### config.mk
export PLATFORM = sky130hd
export DESIGN_NAME = usb_sync_eop_detector_flat
export DESIGN_NICKNAME = d
export VERILOG_FILES = /design/src/rtl/usb_phy_pkg.sv /design/src/rtl/usb_sync_eop_detector_if.sv /design/src/rtl/usb_sat_counter.sv /design/src/rtl/usb_sync_eop_detector.sv /design/src/flat_wrapper.sv
export SDC_FILE = /design/constraint.sdc
export NUM_CORES = 1
export LEC_CHECK = 0
export CORE_AREA = 2 2 75 77
export CTS_CLUSTER_DIAMETER = 40
export DETAILED_ROUTE_END_ITERATION = 12
export DIE_AREA = 0 0 77 79
export DONT_BUFFER_PORTS = 1
export GPL_TIMING_DRIVEN = 0
export PLACE_DENSITY = 0.55
export SYNTH_ARGS = -nofsm -noshare
export SYNTH_HDL_FRONTEND = slang
export SYNTH_HIERARCHICAL = 1
export SYNTH_SLANG_ARGS = --single-unit
### constraint.sdc
create_clock -name clk -period 2.4 [get_ports clk]
set_input_delay 0.12 -clock clk [delete_from_list [all_inputs] [get_ports clk]]
set_output_delay 0.12 -clock clk [all_outputs]
set_load 0.02 [all_outputs]
### src/rtl/usb_phy_pkg.sv
// Shared definitions for the USB PHY receive path.
// Line-state encodings from the line decoder, receive framing FSM states,
// and the framing error codes reported on err_code.
package usb_phy_pkg;

  typedef enum logic [1:0] {
    LS_SE0 = 2'b00,
    LS_J   = 2'b01,
    LS_K   = 2'b10,
    LS_SE1 = 2'b11
  } line_state_e;

  typedef enum logic [2:0] {
    ST_IDLE,
    ST_ALT,
    ST_ACTIVE,
    ST_EOP,
    ST_BABBLE
  } rx_state_e;

  typedef enum logic [1:0] {
    ERR_NONE   = 2'b00,
    ERR_SE1    = 2'b01,
    ERR_BABBLE = 2'b10,
    ERR_EOP    = 2'b11
  } err_code_e;

  function automatic int max_int(input int a, input int b);
    return (a > b) ? a : b;
  endfunction

endpackage

### src/rtl/usb_sync_eop_detector_if.sv
// Bit-rate interface between the DPLL/line decoder and the SYNC/EOP framer.
//   sample_en     : one strobe per recovered bit
//   line_state    : decoded line state (SE0/J/K/SE1)
//   hs_mode       : selects the HS SYNC threshold
//   sync_detected : pulse on SYNC completion
//   rx_active     : packet in progress
//   eop_detected  : pulse on valid EOP
//   rx_error      : pulse on framing error
//   err_code      : last error code
// master = line decoder side, slave = framer.
interface usb_sync_eop_detector_if;
  logic       sample_en;
  logic [1:0] line_state;
  logic       hs_mode;
  logic       sync_detected;
  logic       rx_active;
  logic       eop_detected;
  logic       rx_error;
  logic [1:0] err_code;

  modport master (
    output sample_en, line_state, hs_mode,
    input  sync_detected, rx_active, eop_detected, rx_error, err_code
  );

  modport slave (
    input  sample_en, line_state, hs_mode,
    output sync_detected, rx_active, eop_detected, rx_error, err_code
  );
endinterface

### src/rtl/usb_sat_counter.sv
// Saturating up-counter used for the framer's run-length counters.
//   clk, reset : clock, async active-high reset
//   clr_i      : clear; with en_i also high the counter loads 1 (the
//                current sample is the first one of a new run)
//   en_i       : increment, holding at MAX
//   cnt_o      : current count
//   at_max_o   : count equals MAX
module usb_sat_counter #(
  parameter int MAX = 8,
  parameter int W   = $clog2(MAX + 1)
) (
  input  logic         clk,
  input  logic         reset,
  input  logic         clr_i,
  input  logic         en_i,
  output logic [W-1:0] cnt_o,
  output logic         at_max_o
);
  logic [W-1:0] cnt_q, cnt_d;

  assign at_max_o = (cnt_q == W'(MAX));
  assign cnt_o    = cnt_q;

  always_comb begin
    cnt_d = cnt_q;
    if (clr_i)                  cnt_d = en_i ? W'(1) : '0;
    else if (en_i && !at_max_o) cnt_d = cnt_q + W'(1);
  end

  always_ff @(posedge clk or posedge reset) begin
    if (reset) cnt_q <= '0;
    else       cnt_q <= cnt_d;
  end
endmodule

### src/rtl/usb_sync_eop_detector.sv
// USB receive framing FSM: SYNC search (FS/HS threshold), packet tracking,
// EOP detection, SE1 / babble / bad-EOP error reporting.
//   clk, reset : bit-domain clock, async active-high reset
//   bus        : slave side of usb_sync_eop_detector_if
// The FSM only advances on sample_en; all outputs are registered so each
// pulse appears one cycle after the edge that sampled its symbol.
module usb_sync_eop_detector
  import usb_phy_pkg::*;
#(
  parameter int FS_MIN_ALT   = 7,
  parameter int HS_MIN_ALT   = 11,
  parameter int EOP_MIN_SE0  = 2,
  parameter int EOP_MAX_SE0  = 8,
  parameter int MAX_PKT_BITS = 8192
) (
  input  logic                    clk,
  input  logic                    reset,
  usb_sync_eop_detector_if.slave  bus
);
  localparam int ALT_MAX = max_int(FS_MIN_ALT, HS_MIN_ALT);
  localparam int ALT_W   = $clog2(ALT_MAX + 1);
  localparam int BIT_W   = $clog2(MAX_PKT_BITS + 1);
  localparam int SE0_W   = $clog2(EOP_MAX_SE0 + 1);

  rx_state_e   state_q, state_d;
  logic        last_k_q, last_k_d;
  logic        hs_q, hs_d;
  logic        sync_q, sync_d;
  logic        eop_q, eop_d;
  logic        err_q, err_d;
  logic [1:0]  code_q, code_d;
  logic        active_q, active_d;

  logic             alt_clr, alt_en, bit_clr, bit_en, se0_clr, se0_en;
  logic [ALT_W-1:0] alt_cnt;
  logic [BIT_W-1:0] bit_cnt;
  logic [SE0_W-1:0] se0_cnt;
  logic             alt_at_max, bit_at_max, se0_at_max;
  logic             unused_at_max;

  usb_sat_counter #(.MAX(ALT_MAX), .W(ALT_W)) u_alt_cnt (
    .clk(clk), .reset(reset), .clr_i(alt_clr), .en_i(alt_en),
    .cnt_o(alt_cnt), .at_max_o(alt_at_max)
  );
  usb_sat_counter #(.MAX(MAX_PKT_BITS), .W(BIT_W)) u_bit_cnt (
    .clk(clk), .reset(reset), .clr_i(bit_clr), .en_i(bit_en),
    .cnt_o(bit_cnt), .at_max_o(bit_at_max)
  );
  usb_sat_counter #(.MAX(EOP_MAX_SE0), .W(SE0_W)) u_se0_cnt (
    .clk(clk), .reset(reset), .clr_i(se0_clr), .en_i(se0_en),
    .cnt_o(se0_cnt), .at_max_o(se0_at_max)
  );
  // Thresholds are compared explicitly below; the saturation flags are spare.
  assign unused_at_max = alt_at_max ^ bit_at_max ^ se0_at_max;

  line_state_e      ls;
  logic             se, is_j, is_k, is_se0, is_se1;
  logic [ALT_W-1:0] min_alt;
  logic             alt_ok, opposite, babble_hit, se0_last, eop_ok;

  assign ls     = line_state_e'(bus.line_state);
  assign se     = bus.sample_en;
  assign is_j   = (ls == LS_J);
  assign is_k   = (ls == LS_K);
  assign is_se0 = (ls == LS_SE0);
  assign is_se1 = (ls == LS_SE1);

  assign min_alt    = hs_q ? ALT_W'(HS_MIN_ALT) : ALT_W'(FS_MIN_ALT);
  assign alt_ok     = (alt_cnt >= min_alt);
  assign opposite   = (is_k && !last_k_q) || (is_j && last_k_q);
  assign babble_hit = (bit_cnt == BIT_W'(MAX_PKT_BITS - 1));
  // The SE0 being sampled now brings the run to EOP_MAX_SE0.
  assign se0_last   = (se0_cnt >= SE0_W'(EOP_MAX_SE0 - 1));
  assign eop_ok     = (se0_cnt >= SE0_W'(EOP_MIN_SE0));

  // State register (plus registered outputs and latched context)
  always_ff @(posedge clk or posedge reset) begin
    if (reset) begin
      state_q  <= ST_IDLE;
      last_k_q <= 1'b0;
      hs_q     <= 1'b0;
      sync_q   <= 1'b0;
      eop_q    <= 1'b0;
      err_q    <= 1'b0;
      code_q   <= ERR_NONE;
      active_q <= 1'b0;
    end else begin
      state_q  <= state_d;
      last_k_q <= last_k_d;
      hs_q     <= hs_d;
      sync_q   <= sync_d;
      eop_q    <= eop_d;
      err_q    <= err_d;
      code_q   <= code_d;
      active_q <= active_d;
    end
  end

  // Next-state logic
  always_comb begin
    state_d = state_q;
    if (se) begin
      unique case (state_q)
        ST_IDLE:   if (is_k) state_d = ST_ALT;
        ST_ALT: begin
          if (opposite)           state_d = ST_ALT;
          else if (is_k && alt_ok) state_d = ST_ACTIVE;
          else                    state_d = ST_IDLE;
        end
        ST_ACTIVE: begin
          if (is_se0)          state_d = ST_EOP;
          else if (is_se1)     state_d = ST_IDLE;
          else if (babble_hit) state_d = ST_BABBLE;
        end
        ST_EOP:    if (!is_se0 || se0_last) state_d = ST_IDLE;
        // se0_cnt tracks the SE0 run while babbling; J after SE0 releases.
        ST_BABBLE: if (is_j && se0_cnt != '0) state_d = ST_IDLE;
        default:   state_d = ST_IDLE;
      endcase
    end
  end

  // Output and datapath control
  always_comb begin
    last_k_d = last_k_q;
    hs_d     = hs_q;
    sync_d   = 1'b0;
    eop_d    = 1'b0;
    err_d    = 1'b0;
    code_d   = code_q;
    alt_clr  = 1'b0;
    alt_en   = 1'b0;
    bit_clr  = 1'b0;
    bit_en   = 1'b0;
    se0_clr  = 1'b0;
    se0_en   = 1'b0;
    active_d = se ? (state_d == ST_ACTIVE || state_d == ST_EOP) : active_q;
    if (se) begin
      unique case (state_q)
        ST_IDLE: if (is_k) begin
          alt_clr  = 1'b1;
          alt_en   = 1'b1;
          last_k_d = 1'b1;
          hs_d     = bus.hs_mode;
        end
        ST_ALT: begin
          if (opposite) begin
            alt_en   = !alt_ok;  // hold at the active threshold
            last_k_d = is_k;
          end else if (is_k && alt_ok) begin
            sync_d  = 1'b1;
            bit_clr = 1'b1;
          end
        end
        ST_ACTIVE: begin
          bit_en = 1'b1;
          if (is_se0) begin
            se0_clr = 1'b1;
            se0_en  = 1'b1;
          end else if (is_se1) begin
            err_d  = 1'b1;
            code_d = ERR_SE1;
          end else if (babble_hit) begin
            err_d   = 1'b1;
            code_d  = ERR_BABBLE;
            se0_clr = 1'b1;
          end
        end
        ST_EOP: begin
          if (is_se0) begin
            se0_en = 1'b1;
            if (se0_last) begin
              err_d  = 1'b1;
              code_d = ERR_EOP;
            end
          end else if (is_j && eop_ok) begin
            eop_d = 1'b1;
          end else begin
            err_d  = 1'b1;
            code_d = ERR_EOP;
          end
        end
        ST_BABBLE: begin
          se0_clr = !is_se0;
          se0_en  = is_se0;
        end
        default: ;
      endcase
    end
  end

  assign bus.sync_detected = sync_q;
  assign bus.rx_active     = active_q;
  assign bus.eop_detected  = eop_q;
  assign bus.rx_error      = err_q;
  assign bus.err_code      = code_q;
endmodule
### src/flat_wrapper.sv
// flat-port wrapper written by rule: the top's interface ports become plain ports
module usb_sync_eop_detector_flat import usb_phy_pkg::*;
#(
  parameter int FS_MIN_ALT   = 7,
  parameter int HS_MIN_ALT   = 11,
  parameter int EOP_MIN_SE0  = 2,
  parameter int EOP_MAX_SE0  = 8,
  parameter int MAX_PKT_BITS = 8192
)
  (clk, reset, bus_sample_en, bus_line_state, bus_hs_mode, bus_sync_detected, bus_rx_active, bus_eop_detected, bus_rx_error, bus_err_code);
  usb_sync_eop_detector_if bus_i ();
  input  logic clk;
  input  logic reset;
  input wire logic [$bits(bus_i.sample_en)-1:0] bus_sample_en;
  input wire logic [$bits(bus_i.line_state)-1:0] bus_line_state;
  input wire logic [$bits(bus_i.hs_mode)-1:0] bus_hs_mode;
  output wire logic [$bits(bus_i.sync_detected)-1:0] bus_sync_detected;
  output wire logic [$bits(bus_i.rx_active)-1:0] bus_rx_active;
  output wire logic [$bits(bus_i.eop_detected)-1:0] bus_eop_detected;
  output wire logic [$bits(bus_i.rx_error)-1:0] bus_rx_error;
  output wire logic [$bits(bus_i.err_code)-1:0] bus_err_code;
  assign bus_i.sample_en = bus_sample_en;
  assign bus_i.line_state = bus_line_state;
  assign bus_i.hs_mode = bus_hs_mode;
  assign bus_sync_detected = bus_i.sync_detected;
  assign bus_rx_active = bus_i.rx_active;
  assign bus_eop_detected = bus_i.eop_detected;
  assign bus_rx_error = bus_i.rx_error;
  assign bus_err_code = bus_i.err_code;
  usb_sync_eop_detector #(.FS_MIN_ALT(FS_MIN_ALT), .HS_MIN_ALT(HS_MIN_ALT), .EOP_MIN_SE0(EOP_MIN_SE0), .EOP_MAX_SE0(EOP_MAX_SE0), .MAX_PKT_BITS(MAX_PKT_BITS)) u_core (.clk(clk), .reset(reset), .bus(bus_i));
endmodule
* Yosys cells after proc, flatten, opt, wreduce, memory -nomap -nowiden
Cells that the tools add are included.
Word-level totals: flip-flop bits (word level) 33, output and inout port bits 6, word-level logic and storage cells 126
Operators by class: muxes and demuxes 61, reduce and logical (&&, ||, !) cells 29, $lt $le $gt $ge 3, equal/unequal tests 19, add/sub/neg operators 3
Operators with widths (count):
- $mux W1 | 32
- $mux W14 | 2
- $mux W3 | 8
- $mux W4 | 5
- $pmux W3 S5 | 1
- $add A14 B1 Y14 const B | 1
- $eq A14 B13 Y1 const B | 1
- $eq A14 B14 Y1 const B | 1
- $mux W2 | 7
- $eq A3 B2 Y1 const B | 4
- $pmux W1 S2 | 5
- $reduce_bool A2 Y1 | 5
- $add A4 B1 Y4 const B | 2
- $eq A4 B4 Y1 const B | 2
- $logic_and A1 B1 Y1 | 8
- $logic_not A1 Y1 | 6
- $reduce_and A6 Y1 | 1
- $eq A2 B2 Y1 const B | 2
- $ge A4 B2 Y1 const B | 1
- $ge A4 B3 Y1 const B | 1
- $ge A4 B4 Y1 | 1
- $ne A2 B1 Y1 const B | 2
- $pmux W2 S2 | 1
- $reduce_and A4 Y1 | 1
- 13 further kinds | 15

* Longest topological paths before layout
word-level depth 9, depth in mapped cells 8, gate-level depth less buffers 8

* Cells and area by module
Netlist, hierarchy kept.
By module, submodules not included:
- usb_sync_eop_detector | instances 1, area an instance 789.5 um^2, seq. area each 275.3 um^2, cells each 93
- usb_sat_counter at u_core.u_bit_cnt | instances 1, area an instance 788.3 um^2, seq. area each 350.3 um^2, cells each 80
- usb_sat_counter at u_core.u_se0_cnt | instances 1, area an instance 245.2 um^2, seq. area each 100.1 um^2, cells each 24
- usb_sat_counter at u_core.u_alt_cnt | instances 1, area an instance 236.5 um^2, seq. area each 100.1 um^2, cells each 23

* Least setup slack after synthesis
No wires, ideal clock.
kind register to register, start register u_core.u_bit_cnt.cnt_q[3] (netlist: u_core/u_bit_cnt/cnt_o[3]), end register u_core.u_se0_cnt.cnt_q[1] (netlist: u_core/u_se0_cnt/cnt_o[1]), arrival time 2.093 ns, data required time 2.257 ns, slack 0.164 ns, library setup time 0.143 ns, stages on the path, launching flop included 7, buffers on the path 0, cell sequence dfrtp_1 nand4_1 or4_4 maj3_1 o21ai_0 nand4b_1 o31ai_1
On the way: word-level cells in the longest chain between the ends 7, elaborated cells between the ends (all ways) 8, classes of those cells eq/ne (1); mux (6); reduce/logical (1)
Ends and longest elaborated chain:
- start: declaration | RTL line usb_sat_counter.sv:19 | logic [W-1:0] cnt_q, cnt_d;
- start signal: assignment | RTL line usb_sat_counter.sv:32 | else cnt_q <= cnt_d;
- $eq A14 B13 Y1 * | RTL line usb_sync_eop_detector.sv:71 | assign babble_hit = (bit_cnt == BIT_W'(MAX_PKT_BITS - 1));
- $mux W1 * | RTL line usb_sync_eop_detector.sv:163 | end else if (babble_hit) begin
- $mux W1 * | RTL line usb_sync_eop_detector.sv:160 | end else if (is_se1) begin
- $mux W1 * | RTL line usb_sync_eop_detector.sv:157 | if (is_se0) begin
- $pmux W1 S2 * | RTL line usb_sync_eop_detector.sv:139 | unique case (state_q)
- $mux W1 * | RTL line usb_sync_eop_detector.sv:138 | if (se) begin
- via u_core.se0_clr | RTL line usb_sync_eop_detector.sv:34 | logic alt_clr, alt_en, bit_clr, bit_en, se0_clr, se0_en;
- $mux W4 or $reduce_bool A2 Y1 (tied branches)
- end signal: assignment | RTL line usb_sat_counter.sv:32
- end: declaration | RTL line usb_sat_counter.sv:19
The timed path passes the listed nets; every way through them passes the cells marked *. A chain may end at the register's enable or synchronous reset.

* Worst setup path after layout
Same ends and word-level chain as after synthesis.

==> results.md <==
Timing:
- The max-slew headroom at the worst pin is 0.486.
- The highest attainable clock frequency is 447 MHz.
- The number of endpoints with negative hold slack in the final report is 0.
- Of the available clock period, the critical path in the final layout requires 0.932.
- Setup repair after global routing left no endpoint under its margin.
- The final setup violation count is 0.
- Clock skew on the completed layout was measured at 0.00419 ns.
- The worst path needs ~2.2 ns of the cycle, external delays included.
- In the final timing run, aggregate negative setup slack is 0 ns.
- The final max-slew violation count is 0.
- For the pin with the worst max-slew slack, the measured transition is ~0.77 ns.

Critical path:
- The critical path arrival is about 2.4 ns.
- For the worst setup path, the data required time is ~2.6 ns.
- STA classifies the critical path endpoint as a flip-flop.
- In this run the register-to-register setup slack is roughly 0.16 ns.
- The worst setup path is of the reg -> reg kind.
- The peak fanout along the critical path is 6.
- The endpoint identified for the worst register-to-register timing path is u_core/u_se0_cnt/cnt_o[1].
- The end of the critical path is u_core/u_se0_cnt/cnt_o[1].
- The maximum cell stage delay along the critical path is between 0.5 and 0.6 ns.
- The worst reg-to-reg path cell count is 6.
- In this run the critical register-to-register path is launched from u_core/u_bit_cnt/cnt_o[3].
- The slowest cell on the critical path is sky130_fd_sc_hd__or4_4.
- The kind of start point of the critical path is a flip-flop.
- The critical path goes through nand4_1, or4_4, maj3_1, o21ai_2, nand4b_1, o31ai_1.
- The beginning of the critical path is u_core/u_bit_cnt/cnt_o[3].

Detailed routing:
- After detailed routing, the number of remaining DRC violations is 0.
- The remaining antenna violation count is 0.
- Dividing the detail-routed wire length by the instance count gives roughly 15 um.
- The final layout contains routed wiring with a total length of approximately 4400 um.
- After detailed routing, the met2 layer carries about 2100 um of wire.
- The detailed router put a total of roughly 2100 um of wire on met1.
- The total via count after detailed routing is between 1500 and 2000.
- The highest routed metal layer is met4.
- Summed over all nets, wire length on met3 after detailed routing comes to between 100 and 150 um.
- After detailed routing, the number of vias per cell comes to approximately 5.3.
- The detailed-router iteration count before antenna repair is 4.
- For this block, the initial DRC count from the detailed router was slightly below 80.

Clock tree:
- Buffers inserted during clock tree synthesis total 5.
- The H-tree was split into 2 levels.
- The clock-pin slew reported for the worst setup and hold paths after clock tree synthesis is about 0.070 ns.
- The maximum number of buffers from clock root to sink is 2.
- The tree is rooted in a sky130_fd_sc_hd__clkbuf_8.
- The number of clock sinks is 33.
- The TritonCTS clock tree is done.
- The insertion delay to the later sink of the worst-skew pair is between 0.2 and 0.3 ns.
- The buffers inserted during post-CTS setup optimization is 0.

Floorplan:
- 12 I/O pins were placed.
- For this configuration, the core starts out at a cell density of 0.384.
- After floorplanning, the core was divided into 27 placement rows.
- The floorplan step defined a die boundary enclosing between 6000 and 7000 um2.
- The floorplan step set the die width to just under 80 um.
- The region available for standard cell placement spans 5340 um2.
- The vertical die dimension is 79 um.

Power:
- In this run the static leakage power is 0.00106 uW.
- VDD sags by at most between 0.0002 and 0.0003 V.
- The areal power density over the cells is slightly below 600 nW/um2.

Layout:
- The area growth from synthesis to layout is 10.1%.
- The fraction of final layout cells with drive strength greater than 1 is 0.149.
- The repair_antennas step left the layout with diodes totalling 0.
- The final design area excluding fillers is around 2300 um2.
- The final net count is 240.

Placed design:
- The routability-driven placement congestion ratio is ~0.78.
- During placement, the flow inserted port buffers numbering 0.
- The final HPWL from detailed placement is ~3200 um.
- After detailed placement, the total cell area comes to ~2100 um2.

Logic synthesis:
- The cell count after synthesis is 218.
- The number of nets in the synthesized netlist is 231.
- The area of the mapped netlist is roughly 2100 um2.
- Dividing the synthesized area by the synthesized cell count gives ~9.4 um2.
- The Yosys step of the flow raised 6 warnings.

Hold path:
- The path class of the lowest-slack min-delay path is in -> reg.

Run status:
- The run finished with clean final reports.

Flow run:
- The tool flagged a number of max-cap violations equal to 0.

Global routing:
- The wire length of the first global-routing pass is roughly 7600 um.
- Entering global routing, the biggest net connects 15 pins.
- In the global route stage, overall resource usage came out at 0.159.
- The number of global-route vias before repair came to approximately 1600.
- The aggregate global routing overflow is 0.
- The number of antenna violations at the first check in global routing is 0.
==> worst min-delay path by stage <==
stage	from	endpoint	slack [ns]	cells after the start
2_1_floorplan	reset	u_core/u_alt_cnt/cnt_o[0]	-0.11	1
3_3_place_gp	reset	u_core/u_se0_cnt/cnt_o[3]	-0.10	1
3_5_place_dp	reset	u_core/u_se0_cnt/cnt_o[3]	-0.1	1
4_1_cts	bus_sample_en	u_core/state_q[0]	0.09	2
5_1_grt	bus_sample_en	u_core/state_q[0]	0.12	2
6_report	bus_sample_en	u_core/state_q[0]	0.10	2
==> timing repair <==
item / 4_1_cts / 5_1_grt
endpoints found under the setup margin: 4 / 12
resized for setup: 2 / 4
hold buffers: 2 / 0
hold endpoints to repair: 34 / 0
==> per-layer routing <==
| layer | up-vias | track usage |
|---|---|---|
| li1 | 793 | - |
| met1 | 758 | 0.195 |
| met4 | 0 | 0.0589 |
| met2 | 19 | 0.275 |
| met5 | - | 0 |
| met3 | 9 | 0.0375 |
==> cell type report <==
| type | count | area, um2 |
|---|---|---|
| fill | 558 | 3080 |
| multi-input combinational | 160 | 1120 |
| sequential | 33 | 826 |
| tap | 72 | 90.1 |
| clock buffer | 6 | 72.6 |
| inverter | 18 | 67.6 |
| buffer | 7 | 50.0 |
| timing repair buffer | 2 | 20.0 |
| clock inverter | 2 | 10.0 |
==> registers in the layout (all words and copies together) (netlist names), 2 cells and up <==
name	cells
u_core/u_se0_cnt/cnt_o	4
u_core/u_alt_cnt/cnt_o	4
u_core/bus.err_code	2
u_core/u_bit_cnt/cnt_o	14
u_core/state_q	3
==> where the power goes <==
group	switching (uW)	leakage, uW	internal, uW
clock	214	0.0000450	201
sequential	83.1	0.000431	613
combinational	127	0.000581	108
==> placed cells by master (no fill, tap or decap), types with 2 or more instances in the layout <==
master	count
sky130_fd_sc_hd__clkbuf_8	5
sky130_fd_sc_hd__nand4b_1	5
sky130_fd_sc_hd__a211oi_1	2
sky130_fd_sc_hd__nor3b_1	2
sky130_fd_sc_hd__nand3_1	7
sky130_fd_sc_hd__a21oi_1	9
sky130_fd_sc_hd__dlygate4sd3_1	2
sky130_fd_sc_hd__a31oi_1	2
sky130_fd_sc_hd__o2bb2ai_1	2
sky130_fd_sc_hd__nand3b_4	2
sky130_fd_sc_hd__xnor2_1	7
sky130_fd_sc_hd__nor2b_1	2
sky130_fd_sc_hd__mux2i_1	2
sky130_fd_sc_hd__o21ai_0	5
sky130_fd_sc_hd__buf_6	2
sky130_fd_sc_hd__nor3_1	9
sky130_fd_sc_hd__nand2_1	15
sky130_fd_sc_hd__nand4_1	9
sky130_fd_sc_hd__dfrtp_1	33
sky130_fd_sc_hd__nand2b_1	5
sky130_fd_sc_hd__clkinv_2	2
sky130_fd_sc_hd__or3_1	4
sky130_fd_sc_hd__nor4_2	3
sky130_fd_sc_hd__inv_1	18
sky130_fd_sc_hd__ha_1	7
sky130_fd_sc_hd__nor2_1	24
sky130_fd_sc_hd__buf_2	3
sky130_fd_sc_hd__xor2_1	4
==> critical path, delay by kind of cell (launching register included) <==
| family | cells | cell delay [ns] |
|---|---|---|
| compound gates | 2 | 0.36 |
| fa+ha+maj | 1 | 0.38 |
| flops | 1 | 0.49 |
| simple gates | 3 | 0.88 |
==> metrics by stage <==
step / setup WS (ns) / util / hold WS, ns / std cells / power, uW
after detailed placement: -0.184 / 0.401 / -0.0989 / 290 / 938
final: 0.163 / 0.423 / 0.103 / 300 / 1340
after floorplan: 0.164 / - / -0.114 / 218 / 879
after CTS: 0.0268 / 0.422 / 0.0921 / 300 / 1360
after global placement: -0.151 / 0.401 / -0.101 / 290 / 932
after global routing: 0.0549 / 0.423 / 0.120 / 300 / 1430
Power figures use the tool's default switching activity.
